$ cat src/rtl/multicycle_ctrl.sv
// Main control FSM of the multicycle RV32I core.
// Sequences fetch/decode/execute/memory/writeback against a stalling memory.
module multicycle_ctrl #(
  parameter int unsigned STALL_LIMIT = 255,
  parameter int unsigned CNT_W       = 32
) (
  input  logic             clk,
  input  logic             rst_n,
  input  logic [6:0]       op,
  input  logic [2:0]       funct3,
  input  logic             zero,
  input  logic             mem_ready,
  output logic [1:0]       imm_src,
  output logic [1:0]       alu_src_a,
  output logic [1:0]       alu_src_b,
  output logic [1:0]       alu_op,
  output logic [1:0]       result_src,
  output logic             adr_src,
  output logic             mem_req,
  output logic             mem_write,
  output logic             ir_write,
  output logic             pc_write,
  output logic             reg_write,
  output logic [1:0]       fault,
  output logic [CNT_W-1:0] retired
);

  typedef enum logic [3:0] {
    S_RESET,
    S_FETCH,
    S_DECODE,
    S_MEMADR,
    S_MEMREAD,
    S_MEMWB,
    S_MEMWRITE,
    S_EXEC_R,
    S_EXEC_I,
    S_ALUWB,
    S_BRANCH,
    S_HALT
  } state_t;

  localparam logic [6:0] OP_LD = 7'b0000011;
  localparam logic [6:0] OP_ST = 7'b0100011;
  localparam logic [6:0] OP_R  = 7'b0110011;
  localparam logic [6:0] OP_I  = 7'b0010011;
  localparam logic [6:0] OP_B  = 7'b1100011;

  localparam int SW =
    (STALL_LIMIT > 1) ? $clog2(STALL_LIMIT + 1) : 1;
  localparam int unsigned LIM_M1I =
    (STALL_LIMIT == 0) ? 0 : STALL_LIMIT - 1;
  localparam logic [SW-1:0] LIM_M1 = SW'(LIM_M1I);
  localparam bit LIM_EN = (STALL_LIMIT != 0);

  state_t        state;
  state_t        nxt;
  logic [SW-1:0] stall_q;
  logic [1:0]    fault_q;
  logic [CNT_W-1:0] ret_q;

  logic mem_st;
  logic timeout;
  logic ill;
  logic retire;
  logic is_ld;
  logic is_st;
  logic is_r;
  logic is_i;
  logic is_br;

  assign is_ld = (op == OP_LD);
  assign is_st = (op == OP_ST);
  assign is_r  = (op == OP_R);
  assign is_i  = (op == OP_I);
  assign is_br = (op == OP_B) && (funct3[2:1] == 2'b00);

  assign mem_st = (state == S_FETCH)
               || (state == S_MEMREAD)
               || (state == S_MEMWRITE);
  assign mem_req = mem_st;

  // The limit cycle still completes if mem_ready arrives in it.
  assign timeout = LIM_EN && mem_st && !mem_ready
                && (stall_q == LIM_M1);

  always_comb begin
    nxt        = state;
    imm_src    = 2'b00;
    alu_src_a  = 2'b00;
    alu_src_b  = 2'b00;
    alu_op     = 2'b00;
    result_src = 2'b00;
    adr_src    = 1'b0;
    mem_write  = 1'b0;
    ir_write   = 1'b0;
    pc_write   = 1'b0;
    reg_write  = 1'b0;
    ill        = 1'b0;
    retire     = 1'b0;
    unique case (state)
      S_RESET: nxt = S_FETCH;
      S_FETCH: begin
        alu_src_b  = 2'b10;
        result_src = 2'b10;
        if (mem_ready) begin
          ir_write = 1'b1;
          pc_write = 1'b1;
          nxt      = S_DECODE;
        end
      end
      S_DECODE: begin
        alu_src_a = 2'b01;
        alu_src_b = 2'b01;
        imm_src   = 2'b10;
        unique case (1'b1)
          is_ld, is_st: nxt = S_MEMADR;
          is_r:         nxt = S_EXEC_R;
          is_i:         nxt = S_EXEC_I;
          is_br:        nxt = S_BRANCH;
          default: begin
            nxt = S_HALT;
            ill = 1'b1;
          end
        endcase
      end
      S_MEMADR: begin
        alu_src_a = 2'b10;
        alu_src_b = 2'b01;
        imm_src   = is_st ? 2'b01 : 2'b00;
        nxt       = is_st ? S_MEMWRITE : S_MEMREAD;
      end
      S_MEMREAD: begin
        adr_src = 1'b1;
        if (mem_ready) nxt = S_MEMWB;
      end
      S_MEMWB: begin
        result_src = 2'b01;
        reg_write  = 1'b1;
        retire     = 1'b1;
        nxt        = S_FETCH;
      end
      S_MEMWRITE: begin
        adr_src   = 1'b1;
        mem_write = 1'b1;
        if (mem_ready) begin
          retire = 1'b1;
          nxt    = S_FETCH;
        end
      end
      S_EXEC_R: begin
        alu_src_a = 2'b10;
        alu_op    = 2'b10;
        nxt       = S_ALUWB;
      end
      S_EXEC_I: begin
        alu_src_a = 2'b10;
        alu_src_b = 2'b01;
        alu_op    = 2'b10;
        nxt       = S_ALUWB;
      end
      S_ALUWB: begin
        reg_write = 1'b1;
        retire    = 1'b1;
        nxt       = S_FETCH;
      end
      S_BRANCH: begin
        alu_src_a = 2'b10;
        alu_op    = 2'b01;
        pc_write  = zero ^ funct3[0];
        retire    = 1'b1;
        nxt       = S_FETCH;
      end
      S_HALT: nxt = S_HALT;
      default: nxt = S_HALT;
    endcase
    if (timeout) nxt = S_HALT;
  end

  always_ff @(posedge clk) begin
    if (!rst_n) begin
      state   <= S_RESET;
      stall_q <= '0;
      fault_q <= 2'b00;
      ret_q   <= '0;
    end else begin
      state <= nxt;
      if (mem_st && !mem_ready)
        stall_q <= stall_q + SW'(1);
      else
        stall_q <= '0;
      if (fault_q == 2'b00) begin
        if (ill)
          fault_q <= 2'b01;
        else if (timeout)
          fault_q <= 2'b10;
      end
      if (retire) ret_q <= ret_q + CNT_W'(1);
    end
  end

  assign fault   = fault_q;
  assign retired = ret_q;

endmodule

$ cat config.mk
export PLATFORM = sky130hd
export DESIGN_NAME = multicycle_ctrl
export DESIGN_NICKNAME = d
export VERILOG_FILES = /design/src/rtl/multicycle_ctrl.sv
export SDC_FILE = /design/constraint.sdc
export NUM_CORES = 1
export LEC_CHECK = 0
export ABC_CLOCK_PERIOD_IN_PS = 4200
export BUFFER_PORTS_ARGS = -buffer_cell sky130_fd_sc_hd__buf_4
export CELL_PAD_IN_SITES_DETAIL_PLACEMENT = 1
export CELL_PAD_IN_SITES_GLOBAL_PLACEMENT = 1
export CORE_ASPECT_RATIO = 1.5
export CORE_MARGIN = 4
export CORE_UTILIZATION = 42
export CTS_CLUSTER_DIAMETER = 40
export DETAILED_ROUTE_END_ITERATION = 8
export PLACE_DENSITY_LB_ADDON = 0.1
export SLEW_MARGIN = 30
export SYNTH_ARGS = -nofsm -noshare
export SYNTH_HDL_FRONTEND = slang
export SYNTH_SLANG_ARGS = --single-unit
$ cat constraint.sdc
create_clock -name clk -period 4.2 [get_ports clk]
set_input_delay 0.63 -clock clk [delete_from_list [all_inputs] [get_ports clk]]
set_output_delay 0.63 -clock clk [all_outputs]
set_load 0.03 [all_outputs]
==> results.ini <==
[placed_design]
io_buffers=63
dp_slack_ns=1.863
dp_hpwl_mm=5.199
gp_congestion=0.8528
placed_area_sq_mm=0.003079

[worst_setup_path]
worst_ep_arrival_time_ns=2.03
worstSetupEndpointType=output pin
worstPathMaxFanout=23
required_ns=3.57
reg2reg_depth=4
crit_chain=nor4b_1 > and2_1 > a21o_1 > buf_4
path_class=reg2out
startpoint_type=register
cp_slowest_cell=dfxtp_1
slowest_delay_ns=0.78

[finish]
nFillCells=744
drive_above_1_share=0.2081
fin_util=0.5368
antennaDiodeCount=0
syn2layout_area_growth_pct=22.44
fin_nets=386
final_area_sq_mm=0.003174

[global_routing]
grt.total_usage=0.1940
met2_usage=0.3605
grt_pass1_vias=2624
antenna_found_initial=0
grt_pass1_wl_mm=12.19
grt_util_met3=0.03095
grt_max_degree=51
grt-ovfl-total=0
met1_usage=0.2127
grt.busiest_layer=met2

[sta]
setup_viol=0
rsz0062_at_grt=false
min_period_over_period=0.6326
fin_setup_tns_ns=0
worstMarginPinSlew_ns=0.8132
period_minus_slack_ns=2.657
worst_slack_ns=1.543
fmax_ghz=0.3764
hold_viol=0
max_slew_margin=0.4545
fin_skew_ns=0.009992
slew_viol_final=0

[synthesis]
netlist_area_sq_mm=0.002592
synth.avg_cell_area_sq_um=8.152
synth_ff_type=dfxtp_1
synth_top_area_share=0.3552
ys_top_cells_by_area=dfxtp_1, or4_1, o31ai_1
async_reset_ff_frac=0
ys_ff_latch=46
synth_nets=335
ys_types=49
ys.warnings.count=0
synth-edff-count=0
netlist_instances=318
synth_seq_area_share=0.3552
yosysTopAreaCell=dfxtp_1

[clock_network]
cts_tree=yes
clkSinkCount=46
cts_resized=0
cts-htree-levels=2
root_buffer=clkbuf_8
path_clk_slew_ns=0.08
cts_hold_buf=0
numCtsBuffers=5
clk_latency_ns=0.30
cts_buffer_depth=2
post_cts.repair.setup_buffers=0

[drt]
first_pass_iters=4
dr_total_vias=2654
drtAntennaViolNets=0
wirelength_mm=6.952
post_drt_wl_per_cell_um=15.73
drtIter0Drc=108
drc_errors=0
vias_per_cell=6.005

[power]
ir_drop_v=0.0001484
finalPower_mw=1.017
p_leak_nw=1.164
powerDensity_mw_per_mm2=320.2

[status]
outcome=completed

[floorplanning]
chipHeight_um=104.2
die_w_um=72.15
core_sq_mm=0.005913
num_io_pins=64
row_count=34
die-area_sq_mm=0.007519
start_util=0.4384

[hold_path]
hold-path-cell-count=2
hold_class=reg2reg

[job]
maxCapViolCount=0

==> registers in the layout, summed over array words and instances (netlist names) <==
| register | count |
|---|---|
| fault | 2 |
| retired | 32 |
| state | 4 |
| stall_q | 8 |
==> metrics by stage <==
stage,hold slack (ns),std cells
finish,0.4787,442
detailed placement,0.4680,434
global route,0.5324,442
CTS,0.4885,442
global placement,0.4581,434
floorplan,0.4373,318
==> Yosys cell counts (all sizes together), types with 10 or more instances <==
cell type  count
dfxtp         46
a21oi         28
nand2         25
nor2          21
or4           21
o31ai         19
clkbuf        17
nand3         14
nand4         12
inv           10
nand2b        10
nor4          10
==> cells by family (layout without fill, tap and decap cells) <==
family,count (synthesis),after routing,share of synthesized area
AO/OA/AOI/OAI,73,73,0.1786
XOR/XNOR,10,10,0.03378
multiplexers,10,10,0.03909
buffers and inverters,31,83,0.04826
flip-flops,46,46,0.3552
AND/OR/NAND/NOR,145,145,0.3306
adder cells (fa/ha/maj),3,3,0.01448
==> cell usage in the layout, fill, tap and decap left out, drive strengths merged, types with 4 or more instances in the layout <==
cell	n
xnor2	4
xor2	6
or3	4
inv	10
nand4	12
nand2b	10
o21ai	9
nor4b	5
a21oi	28
nor4	10
nand2	25
buf	64
or4	21
nor2	21
mux2i	9
clkbuf	6
dfxtp	46
and4	5
o31ai	19
nand3	14
==> routing by layer <==
metal,share of wire,vias to the layer above
li1,-,1303
met1,0.40,1290
met2,0.55,51
met3,0.037,10
met4,0.020,0
met5,0,-
==> final cells by class <==
type                       instances  area, sq um  area share
timing repair buffer              64        480.5      0.1514
tap                               72        90.09     0.02838
inverter                          11        41.29     0.01301
multi-input combinational        241         1546      0.4872
clock inverter                     2        12.51    0.003942
clock buffer                       6        82.58     0.02602
sequential                        46        920.9      0.2901
==> report_power, final <==
part,leakage [nW],internal (mW),switching (mW),total (mW)
combinational,0.746,0.0958,0.154,0.250
sequential,0.371,0.447,0.0363,0.483
clock,0.0472,0.132,0.152,0.284
==> worst paths after layout <==
check,slack (ns),endpoint,startpoint
setup reg to reg,1.84,retired[21],retired[2]
setup / recovery,1.54,pc_write,state[0]
hold / removal,0.48,retired[31],retired[31]
hold reg to reg,0.48,retired[31],retired[31]
==> worst max-delay path: cells and delay by family (launching register included) <==
family,cells,cell delay (ns)
AND/OR/NAND/NOR,2,0.72
flip-flops,1,0.78
buffers and inverters,1,0.15
AO/OA/AOI/OAI,1,0.09
No activity file was read; power rests on OpenSTA's default activity.
